File: config.mk
export PLATFORM = sky130hd
export DESIGN_NAME = grid_serial_link
export DESIGN_NICKNAME = d
export VERILOG_FILES = /design/src/rtl/grid_link_pkg.sv /design/src/rtl/grid_serial_link_shift_reg.sv /design/src/rtl/grid_serial_link.sv
export SDC_FILE = /design/constraint.sdc
export NUM_CORES = 1
export LEC_CHECK = 0
export ABC_AREA = 1
export BUFFER_PORTS_ARGS = -buffer_cell sky130_fd_sc_hd__buf_2
export CAP_MARGIN = 20
export CELL_PAD_IN_SITES_DETAIL_PLACEMENT = 0
export CELL_PAD_IN_SITES_GLOBAL_PLACEMENT = 1
export CORE_ASPECT_RATIO = 0.5
export CORE_MARGIN = 10
export CORE_UTILIZATION = 40
export CTS_CLUSTER_DIAMETER = 60
export DETAILED_ROUTE_END_ITERATION = 7
export PLACE_DENSITY_LB_ADDON = 0.1
export SYNTH_ARGS = -nofsm -noshare
export SYNTH_HDL_FRONTEND = slang
export SYNTH_SLANG_ARGS = --single-unit
File: constraint.sdc
create_clock -name CLK -period 1.43 [get_ports CLK]
set_input_delay 0.429 -clock CLK [delete_from_list [all_inputs] [get_ports CLK]]
set_output_delay 0.429 -clock CLK [all_outputs]
set_load 0.01 [all_outputs]
File: src/rtl/grid_link_pkg.sv
// Shared types and helpers for the grid serial link controller.
// Optional feature macro: GRID_LINK_STEP_EN adds the STEP state.
package grid_link_pkg;

   // Controller states. STEP exists only when single-step support is built in.
   typedef enum logic [1:0] {
      IDLE = 2'd0,
      LOAD = 2'd1,
      READ = 2'd2
`ifdef GRID_LINK_STEP_EN
      ,
      STEP = 2'd3
`endif
   } link_state_t;

   // Bit counter width: must hold values up to DATA_SIZE+1 without wrapping,
   // because READ runs the counter one past DATA_SIZE on its final edge.
   function automatic int cnt_width(input int data_size);
      return $clog2(data_size + 2);
   endfunction

endpackage : grid_link_pkg

File: src/rtl/grid_serial_link_shift_reg.sv
// link_shift_reg: generic shifter used for both the transmit and the capture
// path of the grid serial link. Parallel load has priority over shifting;
// shifting moves bits toward the MSB and inserts serial_in at the LSB.
module link_shift_reg #(
   parameter int WIDTH = 4
) (
   input  logic             clk,
   input  logic             rst_n,
   input  logic             load,
   input  logic [WIDTH-1:0] load_data,
   input  logic             shift,
   input  logic             serial_in,
   output logic [WIDTH-1:0] q
);

   logic [WIDTH-1:0] shifted;

   // A one-bit shifter simply takes the serial input; wider ones shift left.
   if (WIDTH == 1) begin : g_one
      assign shifted = serial_in;
   end else begin : g_wide
      assign shifted = {q[WIDTH-2:0], serial_in};
   end

   // Shift register storage: parallel load, else shift, else hold.
   always_ff @(posedge clk or negedge rst_n) begin
      // NOTE: state registers use non-blocking assignments so every flop samples
      // pre-edge values, matching hardware regardless of block ordering.
      if (!rst_n) begin
         q <= '0;
      end else if (load) begin
         q <= load_data;
      end else if (shift) begin
         q <= shifted;
      end
   end

endmodule : link_shift_reg

File: src/rtl/grid_serial_link.sv
// grid_serial_link: host-side controller for the system memory serial port.
// Loads a parallel grid word into the memory MSB first (SERIAL_IN/LOAD_MODE)
// and captures a word back from it (OUTPUT_MODE/SERIAL_OUT). All outputs are
// registered and at most one memory mode pin is ever high.
// Optional feature macro: GRID_LINK_STEP_EN adds STEP_REQ/RUN_MODE and the
// STEP state; without it the memory RUN_MODE pin is tied low outside this block.
module grid_serial_link
   import grid_link_pkg::*;
#(
   parameter int DATA_SIZE = 5
) (
   input  logic                 CLK,
   input  logic                 RESET_N,
   input  logic                 WR_VALID,
   input  logic [DATA_SIZE-1:0] WR_DATA,
   output logic                 WR_READY,
   input  logic                 RD_REQ,
   output logic                 RD_VALID,
   output logic [DATA_SIZE-1:0] RD_DATA,
   output logic                 SERIAL_IN,
   output logic                 LOAD_MODE,
   output logic                 OUTPUT_MODE,
   input  logic                 SERIAL_OUT
`ifdef GRID_LINK_STEP_EN
   ,
   input  logic                 STEP_REQ,
   output logic                 RUN_MODE
`endif
);

   localparam int CNT_W = cnt_width(DATA_SIZE);
   localparam int CAP_W = DATA_SIZE - 1;

   // Counter landmarks: the last payload edge of LOAD / last shift-out edge of
   // READ, and the READ edge that takes the final bit and publishes the word.
   localparam logic [CNT_W-1:0] CNT_LAST = CNT_W'(DATA_SIZE - 1);
   localparam logic [CNT_W-1:0] CNT_FULL = CNT_W'(DATA_SIZE);

   link_state_t            state_q, state_d;
   logic [CNT_W-1:0]       cnt_q, cnt_d;

   logic                   wr_ready_d;
   logic                   load_mode_d;
   logic                   output_mode_d;
   logic                   rd_valid_d;
   logic [DATA_SIZE-1:0]   rd_data_d;
`ifdef GRID_LINK_STEP_EN
   logic                   run_mode_d;
`endif

   logic                   tx_load;
   logic                   tx_shift;
   logic [DATA_SIZE-1:0]   tx_q;

   logic                   cap_shift;
   logic [CAP_W-1:0]       cap_q;

   // The transmit shifter latches the accepted word; its MSB is SERIAL_IN, so
   // the line always carries the current bit and drains to 0 after the last one.
   link_shift_reg #(
      .WIDTH     (DATA_SIZE)
   ) u_tx_shift (
      .clk       (CLK),
      .rst_n     (RESET_N),
      .load      (tx_load),
      .load_data (WR_DATA),
      .shift     (tx_shift),
      .serial_in (1'b0),
      .q         (tx_q)
   );

   assign SERIAL_IN = tx_q[DATA_SIZE-1];

   // The capture shifter only needs DATA_SIZE-1 bits: the final bit goes
   // straight from SERIAL_OUT into RD_DATA on the completing edge.
   link_shift_reg #(
      .WIDTH     (CAP_W)
   ) u_cap_shift (
      .clk       (CLK),
      .rst_n     (RESET_N),
      .load      (1'b0),
      .load_data ('0),
      .shift     (cap_shift),
      .serial_in (SERIAL_OUT),
      .q         (cap_q)
   );

   // Next-state, counter and registered-output logic for the link FSM.
   always_comb begin
      // NOTE: every signal gets a default before the case so no path leaves a
      // value unassigned, which would otherwise infer a latch.
      state_d       = state_q;
      cnt_d         = cnt_q;
      load_mode_d   = LOAD_MODE;
      output_mode_d = OUTPUT_MODE;
      rd_valid_d    = 1'b0;
      rd_data_d     = RD_DATA;
      tx_load       = 1'b0;
      tx_shift      = 1'b0;
      cap_shift     = 1'b0;
`ifdef GRID_LINK_STEP_EN
      run_mode_d    = 1'b0;
`endif

      unique case (state_q)
         IDLE: begin
            // Priority: write, then step, then read.
            if (WR_VALID && WR_READY) begin
               state_d     = LOAD;
               tx_load     = 1'b1;
               load_mode_d = 1'b1;
               cnt_d       = '0;
`ifdef GRID_LINK_STEP_EN
            end else if (STEP_REQ) begin
               state_d     = STEP;
               run_mode_d  = 1'b1;
`endif
            end else if (RD_REQ) begin
               state_d       = READ;
               output_mode_d = 1'b1;
               cnt_d         = '0;
            end
         end

         LOAD: begin
            // Present the next lower bit each edge; the memory takes bit
            // DATA_SIZE-1-k on the (k+1)-th edge after accept.
            tx_shift = 1'b1;
            cnt_d    = cnt_q + CNT_W'(1);
            if (cnt_q == CNT_LAST) begin
               load_mode_d = 1'b0;
               state_d     = IDLE;
            end
         end

         READ: begin
            // The memory registers its output, so the first useful bit
            // arrives one edge after OUTPUT_MODE rises.
            cnt_d = cnt_q + CNT_W'(1);
            if (cnt_q != '0) begin
               cap_shift = 1'b1;
            end
            if (cnt_q == CNT_LAST) begin
               output_mode_d = 1'b0;
            end
            if (cnt_q == CNT_FULL) begin
               rd_data_d  = {cap_q, SERIAL_OUT};
               rd_valid_d = 1'b1;
               state_d    = IDLE;
            end
         end

`ifdef GRID_LINK_STEP_EN
         STEP: begin
            // RUN_MODE was raised on entry; one cycle is a full generation.
            state_d = IDLE;
         end
`endif

         default: begin
            state_d = IDLE;
         end
      endcase

      wr_ready_d = (state_d == IDLE);
   end

   // State, counter and output registers; reset drops the mode pins and
   // discards any capture in progress.
   always_ff @(posedge CLK or negedge RESET_N) begin
      if (!RESET_N) begin
         state_q     <= IDLE;
         cnt_q       <= '0;
         WR_READY    <= 1'b0;
         LOAD_MODE   <= 1'b0;
         OUTPUT_MODE <= 1'b0;
         RD_VALID    <= 1'b0;
         RD_DATA     <= '0;
`ifdef GRID_LINK_STEP_EN
         RUN_MODE    <= 1'b0;
`endif
      end else begin
         state_q     <= state_d;
         cnt_q       <= cnt_d;
         WR_READY    <= wr_ready_d;
         LOAD_MODE   <= load_mode_d;
         OUTPUT_MODE <= output_mode_d;
         RD_VALID    <= rd_valid_d;
         RD_DATA     <= rd_data_d;
`ifdef GRID_LINK_STEP_EN
         RUN_MODE    <= run_mode_d;
`endif
      end
   end

   // By the final load edge every payload bit except the one on the line has
   // left the transmit shifter.
   tx_drained_a : assert property (@(posedge CLK) disable iff (!RESET_N)
      (state_q == LOAD && cnt_q == CNT_LAST) |-> (tx_q[DATA_SIZE-2:0] == '0));

endmodule : grid_serial_link

After elaboration in Yosys (flattened, before gate mapping)
Index checks and enable logic that the tools add are counted.

storage, ports and cells
  register bits after elaboration = 23
  input port bits = 10
  output and inout port bits = 10
  word-level logic and storage cells = 56

operators by class
  add/subtract/negate cells = 1
  eq/ne operators = 10
  mux-type cells = 23
  reduce and logical (&&, ||, !) cells = 13

operator list
  kind                 count
  $mux 1               11
  $mux 5               2
  $ne 2x2->1 const B   5
  $mux 2               4
  $reduce_bool 2->1    4
  $eq 3x3->1 const B   2
  $mux 3               2
  $pmux 2 s3           1
  $pmux 3 s2           1
  $logic_not 2->1      2
  $pmux 1 s2           2
  $reduce_and 2->1     2
  $reduce_and 4->1     1
  $add 3x1->3 const B  1
  $ne 3x3->1 const B   1
  $reduce_and 3->1     1
  $reduce_bool 3->1    1
  $eq 2x1->1 const B   1
  $eq 2x2->1 const B   1
  $reduce_or 2->1      1
  $logic_and 1x1->1    1

Depth between registers and ports, before layout
Gate-level depths: netlist of run 1.

  depth in word-level cells = 4
  depth in mapped cells = 8
  depth with buffers taken out = 8

Modules after synthesis
From an unflattened synthesis of run 1, not the netlist that was laid out.

unflattened totals
  cell total of the unflattened synthesis = 143
  area, all modules = 1152.4 sq um

modules (own cells, without submodules)
  module                         instances  cells each  area an instance (sq um)  sequential area each (sq um)
  grid_serial_link               1          94          752.0                     350.3
  link_shift_reg at u_tx_shift   1          27          222.7                     125.1
  link_shift_reg at u_cap_shift  1          22          177.7                     100.1

Worst setup path before layout of run 1
Ideal clock, no wire load.

  kind = flip-flop to flip-flop
  start = register state_q[0]
  end = register cnt_q[2]
  library setup time = 0.121 ns
  arrival time = 1.146 ns
  data required time = 1.309 ns
  path slack = 0.163 ns
  stages on the path, launching flop included = 7
  buffers on the path = 0
  period minus slack after synthesis = 1.267 ns
  cells stage by stage = dfrtp_1 inv_1 ha_1 o21ai_0 nand2_2 nand2_1 o21ai_1

between the ends
  longest elaborated chain between the ends = 4
  elaborated cells on any way between the ends = 8
  classes of those cells = 3 x eq/ne; 1 x mux; 4 x reduce/logical

RTL lines
  element                                          line                     text
  start, declared                                  grid_serial_link.sv:39   link_state_t state_q, state_d;
  start signal, assigned                           grid_serial_link.sv:183  state_q <= state_d;
  $eq 2x2->1 / $eq 2x1->1 (equally long branches)  grid_serial_link.sv:105  unique case (state_q)
  $reduce_or 2->1 (no line)                        n/a
  $reduce_bool 2->1 (no line)                      n/a
  $reduce_and 2->1 (no line)                       n/a
  end signal, assigned                             grid_serial_link.sv:184  cnt_q <= cnt_d;
  end, declared                                    grid_serial_link.sv:40   logic [CNT_W-1:0] cnt_q, cnt_d;

Several ways; a longest one is shown, not always the timed one.
A chain may end at the register's enable or synchronous reset.

Final worst setup path of run 1
  start = register state_q[1]
  end = register WR_READY

between the ends
  longest elaborated chain between the ends = 4
  elaborated cells on any way between the ends = 9
  classes of those cells = 2 x eq/ne; 5 x mux; 2 x reduce/logical

RTL lines
  element               line                     text
  $mux 2                grid_serial_link.sv:118  end else if (RD_REQ) begin
  $mux 2                grid_serial_link.sv:108  if (WR_VALID && WR_READY) begin
  $pmux 2 s3 (*)        grid_serial_link.sv:105
  via state_d[1]        grid_serial_link.sv:39
  $logic_not 2->1 (*)   grid_serial_link.sv:165  wr_ready_d = (state_d == IDLE);
  via wr_ready_d        grid_serial_link.sv:42   logic wr_ready_d;
  end signal, assigned  grid_serial_link.sv:185  WR_READY <= wr_ready_d;
  end, declared         grid_serial_link.sv:16   output logic WR_READY,

The timed path passes the listed nets; every way through them passes the cells marked *.

==> key figures, run 1 <==
Outcome
  • Run status: completed

Placement
  • Post-placement worst setup slack: 0.0726 ns
  • Cell area after placement: 0.00130 mm2
  • HPWL Detailed: 1.73 mm
  • Port-buffer cells: 19
  • GPL Wtd Cong: 0.771
  • Cell Count Post-Placement: 194

Routing
  • Wire length the detailed router placed on met1: 1.08 mm
  • Number of DRC violations after detailed routing: 0
  • Total Wirelength: 2.23 mm
  • Met3 WL: 178 um
  • Pre-Repair DR Iteration Count: 4
  • Vias: 899
  • Count of routing violations after the opening detailed-route iteration: 25
  • Uppermost routed layer: met4
  • DR WL/cell: 11.3 um
  • Met2 wirelength from detailed routing: 968 um
  • Via density: 4.54
  • Final ANT Viol Nets: 0

Synth
  • Post-Synth Adder-Cell Area: 7.87%
  • Synthesized netlist net count: 149
  • Fraction of the mapped netlist area in compound gates: 6.63%
  • Xor-xnor portion of the synthesized cell area: 0%
  • Ys async rst share: 100%
  • Gate count after technology mapping: 132
  • Number of enable-type register cells in the synthesized netlist: 0
  • Post-synthesis register bit count: 23
  • Top cell types by occurrence after synthesis: nand2_1 (40), dfrtp_1 (23), inv_1 (20)
  • Share of the yosys chip area belonging to registers: 51.7%
  • Area leader, netlist: dfrtp_1
  • Count of unique library cells instantiated by Yosys: 16
  • Cell area after synthesis: 0.00111 mm2
  • Synthesis warning total: 0
  • Combinational family with the most area after synthesis: simple AND/OR/NAND/NOR gates
  • Primary FF master, synth: dfrtp_1
  • Post-synthesis simple-gate area fraction: 25.6%
  • Fraction of synthesized cell area taken by the top area cell type: 51.7%
  • Portion of netlist area occupied by mux cells: 0%
  • Largest cells by area after synthesis: dfrtp_1 (52%), nand2_1 (13%), ha_1 (7.9%)
  • Post-synthesis area per instance: 8.44 um2
  • Cell with the most instances after synthesis: nand2_1

Worst setup path
  • Peak per-stage delay on the critical path: 0.39 ns
  • Data required, critical path: 1.62 ns
  • Element type at the critical path end: flip-flop
  • Cells traversed along the worst timing path: buf_4 > ha_1 > nand2_1 > nand2_1 > nor2_1 > nor2_2 > nor2_1
  • Cell depth of the worst flop-to-flop path: 7
  • Kind of launch point of the worst setup path: flip-flop
  • Class of the most critical setup path: reg -> reg
  • Maximum fanout encountered on the critical timing path: 5
  • Arr. time, crit path: 1.53 ns
  • Total buffers and inverters traversed by the critical path: 1
  • Delay-heaviest family, CP: simple AND/OR/NAND/NOR gates
  • Cell depth of the worst setup path: 7
  • Standard cell with the maximum stage delay on the critical path: dfrtp_1

Cells and area
  • Post-route insts no fill: 198
  • Share of final-layout standard cells stronger than drive strength 1: 24.2%
  • Area delta synth->final: 21.5%
  • Total number of nets in the final design: 179
  • Fraction of the core area covered by cells at the end of the flow: 51.6%
  • Post-layout instance area: 0.00135 mm2
  • Total inserted antenna cells: 0

Clock network
  • Quantity of hold-fixing buffers added after cts: 0
  • Clk sink count: 23
  • Clock H-tree levels: 1
  • CTS Buffer Depth: 2
  • Clock slew at reported path FFs: 0.09 ns
  • Clock tree from TritonCTS: yes
  • Buffers inserted by post-CTS timing repair: 0
  • Cell at the root of the clock tree: clkbuf_8
  • TritonCTS Buffers: 3
  • Cts repair resizes: 0
  • Later-pin clock latency in the skew report: 0.27 ns

STA
  • Unrepaired setup endpoints after global routing: yes
  • Number of max-slew violations in the final report: 0
  • Relative slew margins: 64.8%
  • Slack of the critical path: 0.0968 ns
  • Final worst path period need: 1.33 ns
  • Clock Skew: 0.00935 ns
  • Highest clock frequency the design can meet: 0.750 GHz
  • Final worst path period share: 93.2%
  • Slew at the pin closest to its max-slew limit: 0.528 ns
  • Final Hold Fails: 0
  • Final number of setup-violating endpoints: 0

Power
  • Worst-case vdd ir drop: 725 uV
  • Power density cells: 1790 mW/mm2
  • Total leakage power: 0.727 nW
  • Power, Total: 2.42 mW

Global route
  • Global-route wire length before repair: 4.02 mm
  • Via count of the first global-routing pass: 915
  • Global-route congestion overflow total: 0
  • Largest net degree at the start of global routing: 24
  • Initial antenna violation count: 0
  • Overall routing resource usage: 9.13%

Floorplan
  • Top-Level Pins: 20
  • Chip width: 94.6 um
  • Area of the die: 0.00542 mm2
  • Cell row count: 13
  • Initial standard-cell utilization of the core: 42.5%
  • Die Y-Extent: 57.3 um
  • Placeable core region: 0.00262 mm2

Min path
  • Worst hold path type: in -> async

Flow run
  • Max-cap violations: 0
area by class of cell:
type                       instances  area, um2
clock inverter                     1       7.51
clock buffer                       3       41.3
fill                             265       1270
sequential                        23        576
tap                               37       46.3
inverter                          20       75.1
multi-input combinational         87        452
timing repair buffer              27        155
power by group:
part	leakage (nW)	switching, mW	total, mW	internal (mW)
clock	0.0217	0.221	0.418	0.197
combinational	0.418	0.590	1.03	0.436
sequential	0.287	0.121	0.978	0.857
total	0.727	0.932	2.42	1.49
sequential cells by signal (all words and copies together), names as in the netlist:
signal and flops:
OUTPUT_MODE 1, RD_DATA 5, LOAD_MODE 1, RD_VALID 1
WR_READY 1, u_tx_shift.q 5, u_cap_shift.q 4, cnt_q 3
state_q 2
kinds of logic (layout without fill, tap and decap cells):
group,after synthesis,after routing
and+or+nand+nor,66,66
DFF,23,23
buffers and inverters,22,51
AOI/OAI and AO/OA,14,14
adders and majority gates,7,7
cells in the final DEF (no fill, tap or decap), types with 2 or more instances in the layout:
cell type / netlist / layout
nand3_2: 2 / 2
o21ai_0: 10 / 9
clkbuf_8: 0 / 3
nand2_1: 40 / 40
inv_1: 20 / 18
nand3_1: 14 / 14
nor2_2: 1 / 2
o21ai_1: 2 / 3
inv_2: 0 / 2
dfrtp_1: 23 / 23
nor2_1: 7 / 6
buf_4: 0 / 8
ha_1: 7 / 6
buf_2: 1 / 19
layer usage:
| metal | vias up | GRT usage [%] |
|---|---|---|
| met2 | 20 | 14.6 |
| li1 | 475 | - |
| met5 | - | 0 |
| met1 | 402 | 10.7 |
| met4 | 0 | 1.91 |
| met3 | 2 | 4.82 |
path summary, 6_finish.rpt:
check	start	endpoint	slack [ns]
max	state_q[1]	WR_READY	0.1
min	RESET_N	cnt_q[2]	0.13
max reg2reg	state_q[1]	WR_READY	0.1
min reg2reg	RD_DATA[0]	RD_DATA[0]	0.49
max in group asynchronous	RESET_N	LOAD_MODE	0.95
min in group CLK	WR_DATA[0]	u_tx_shift.q[0]	0.36
worst register-to-register path, delay by kind of cell, from the launching register on:
kind,cells,cell delay [ns]
buffers and inverters,1,0.14
DFF,1,0.39
adders and majority gates,1,0.25
and+or+nand+nor,5,0.48
per-stage QoR:
step                      hold WS (ns)  setup TNS [ns]
after floorplan                  0.133               0
after global placement           0.441               0
after detailed placement         0.439               0
after CTS                        0.139               0
after global routing             0.150        -0.00354
final                            0.126               0
(Power assumes the default switching activity.)
==> inputs of run 2 (changes only) <==
--- a/config.mk
+++ b/config.mk
@@ -10,7 +10,6 @@
 export CAP_MARGIN = 20
 export CELL_PAD_IN_SITES_DETAIL_PLACEMENT = 0
 export CELL_PAD_IN_SITES_GLOBAL_PLACEMENT = 1
-export CORE_ASPECT_RATIO = 0.5
 export CORE_MARGIN = 10
 export CORE_UTILIZATION = 40
 export CTS_CLUSTER_DIAMETER = 60
==> run 2 against run 1 <==
Net effect:
- register-to-register slack got worse by 0.02 ns
- largest power group unchanged
- clock power down 27%
- non-clock buffer count stayed put
- cell count is 3.0% lower
- highest routed layer unchanged
==> key figures, run 2 (synthesized netlist as in run 1, its figures left out) <==
Global route
  • Global-route congestion overflow total: 0 (unchanged)
  • Via count of the first global-routing pass: 895 (-2.2%)
  • Initial antenna violation count: 0 (unchanged)
  • Largest net degree at the start of global routing: 24 (unchanged)
  • Global-route wire length before repair: 4.04 mm (+0.70%)
  • Overall routing resource usage: 9.32% (+0.19 points)

Clock network
  • Cell at the root of the clock tree: clkbuf_4
  • TritonCTS Buffers: 3 (unchanged)
  • Clock H-tree levels: 1 (unchanged)
  • Quantity of hold-fixing buffers added after cts: 0 (unchanged)
  • Clock tree from TritonCTS: yes
  • Later-pin clock latency in the skew report: 0.31 ns (+0.04 ns)
  • Clk sink count: 23 (unchanged)
  • Clock slew at reported path FFs: 0.13 ns (+0.04 ns)
  • CTS Buffer Depth: 2 (unchanged)

STA
  • Slack of the critical path: 0.0743 ns (-0.0226 ns)
  • Final number of setup-violating endpoints: 0 (unchanged)
  • Final Hold Fails: 0 (unchanged)
  • Relative slew margins: 65.4% (+0.57 points)
  • Final worst path period need: 1.36 ns (+0.0226 ns)
  • Clock Skew: 0.00352 ns (-0.00583 ns)
  • Number of max-slew violations in the final report: 0 (unchanged)
  • Final worst path period share: 94.8% (+1.6 points)
  • Hold Slack: 0.0687 ns (-0.0568 ns)
  • Unrepaired setup endpoints after global routing: yes
  • Slew at the pin closest to its max-slew limit: 0.519 ns (-0.00859 ns)
  • Highest clock frequency the design can meet: 0.738 GHz (-1.7%)

Power
  • Worst-case vdd ir drop: 930 uV (+28%)
  • Power density cells: 1750 mW/mm2 (-2.5%)
  • Total leakage power: 0.729 nW (+0.37%)

Worst setup path
  • Cells traversed along the worst timing path: buf_4 > buf_4 > ha_2 > nand2_1 > nand2_1 > nor2_1 > nor2_2 > nor2_1
  • Critical register-to-register path endpoint: WR_READY
  • Arr. time, crit path: 1.61 ns (+0.08 ns)
  • Element type at the critical path end: flip-flop
  • Class of the most critical setup path: reg -> reg
  • Cell depth of the worst flop-to-flop path: 8 (+1)
  • Reg-to-reg slack, setup: 0.07 ns (-0.02 ns)
  • R2R Path Start: state_q[0]
  • Standard cell with the maximum stage delay on the critical path: dfrtp_1
  • Delay-heaviest family, CP: simple AND/OR/NAND/NOR gates
  • Data required, critical path: 1.68 ns (+0.06 ns)
  • Kind of launch point of the worst setup path: flip-flop
  • Total buffers and inverters traversed by the critical path: 2 (+1)
  • Maximum fanout encountered on the critical timing path: 6 (+1)
  • Peak per-stage delay on the critical path: 0.41 ns (+0.02 ns)

Min path
  • Worst hold path type: in -> async

Cells and area
  • Largest regs: RD_DATA x5, u_tx_shift.q x5, u_cap_shift.q x4
  • Most frequent cells in the layout: nand2_1 (40), dfrtp_1 (23), inv_1 (19), buf_2 (19), nand3_1 (14)
  • Fill cell instance count of the final layout: 272 (+2.6%)
  • Combined flip-flop and latch cell area: 576 um2 (unchanged)
  • Total inserted antenna cells: 0 (unchanged)
  • Area delta synth->final: 20.3%
  • Total number of nets in the final design: 179 (unchanged)
  • Fraction of the core area covered by cells at the end of the flow: 49.4% (-2.2 points)
  • Share of final-layout standard cells stronger than drive strength 1: 24.2% (unchanged)
  • Post-route insts no fill: 192 (-3.0%)
  • Total area of multi-input combinational cells: 455 um2 (+0.83%)
  • Most common cell after layout, fill and taps aside: nand2_1

Routing
  • Via density: 4.67 (+2.8%)
  • Vias: 896 (-0.33%)
  • Final ANT Viol Nets: 0 (unchanged)
  • DR WL/cell: 11.4 um (+1.4%)
  • Count of routing violations after the opening detailed-route iteration: 72 (+190%)
  • Pre-Repair DR Iteration Count: 4 (unchanged)
  • Number of DRC violations after detailed routing: 0 (unchanged)
  • Total Wirelength: 2.20 mm (-1.7%)

Placement
  • Cell Count Post-Placement: 187 (-3.6%)
  • Post-placement worst setup slack: 0.0837 ns (+0.0111 ns)
  • Port-buffer cells: 19 (unchanged)
  • HPWL Detailed: 1.66 mm (-3.8%)
  • GPL Wtd Cong: 0.780 (+1.2%)

Outcome
  • Run status: completed

Floorplan
  • Placeable core region: 0.00271 mm2 (+3.5%)
  • Cell row count: 19 (+6)
  • Top-Level Pins: 20 (unchanged)
  • Area of the die: 0.00529 mm2 (-2.4%)
  • Die Y-Extent: 72.8 um (+27%)
  • Chip width: 72.8 um (-23%)
  • Initial standard-cell utilization of the core: 41.1% (-1.4 points)

Flow run
  • Max-cap violations: 0 (unchanged)
## run 2: cell types whose count changed in the layout (fill, tap and decap cells not counted)
cell        change
clkbuf_4        +3
clkbuf_8        -3
buf_12          +1
buf_4           -1
clkinv_2        +1
clkinvlp_4      -1
ha_1            -1
ha_2            +1
inv_1           +1
inv_2           -1
nor2_1          +1
nor2_2          -1
o21ai_1         -1
o21ai_2         +1
## run 2: worst max path at each step
stage                          end       start  slack, ns  cells after the start
final                     WR_READY  state_q[0]       0.07                      8
after global routing      WR_READY  state_q[0]      -0.03                      8
after CTS                 cnt_q[1]  state_q[0]       0.06                      9
after detailed placement  cnt_q[1]  state_q[0]       0.08                      9
after global placement    WR_READY  state_q[1]       0.10                      8
after floorplan           cnt_q[2]  state_q[0]       0.16                      6
## run 2: what timing repair did
action / CTS / global route
setup buffers: 0 / 1
resized for setup: 0 / 5
setup endpoints to repair: 0 / 17
## run 2: area by class of cell
cell class	instances	area share, %
Sequential cell	23	43.0
Multi-Input combinational cell	87	34.0
Clock inverter	1	0.373
Timing Repair Buffer	27	12.5
Tap cell	31	2.89
Clock buffer	3	1.68
Inverter	20	5.60
## run 2: power by group
group / internal [mW] / switching, mW / total (mW)
sequential: 0.856 / 0.122 / 0.977
combinational: 0.466 / 0.590 / 1.06
clock: 0.104 / 0.202 / 0.306
total: 1.43 / 0.914 / 2.34
## run 2: metrics by stage
step	TNS, ns	cell area, um2	power, mW
floorplan	0	1110	1.65
global placement	0	1300	2.00
detailed placement	0	1300	2.02
CTS	0	1320	2.34
global route	-0.0551	1340	2.61
finish	0	1340	2.34
## run 2: worst reg2reg max path: stages (launching register included)
cell	delay [ns]
dfrtp_1	0.41
buf_4	0.13
buf_4	0.12
ha_2	0.22
nand2_1	0.07
nand2_1	0.06
nor2_1	0.13
nor2_2	0.05
nor2_1	0.11
## run 2: routing by layer
metal / wire (um) / global-route usage [%] / vias to the layer above
met5: 0 / 0 / -
met4: 16 / 4.43 / 0
met3: 95 / 2.18 / 2
met2: 1040 / 14.1 / 16
met1: 1040 / 12.2 / 400
li1: - / - / 478
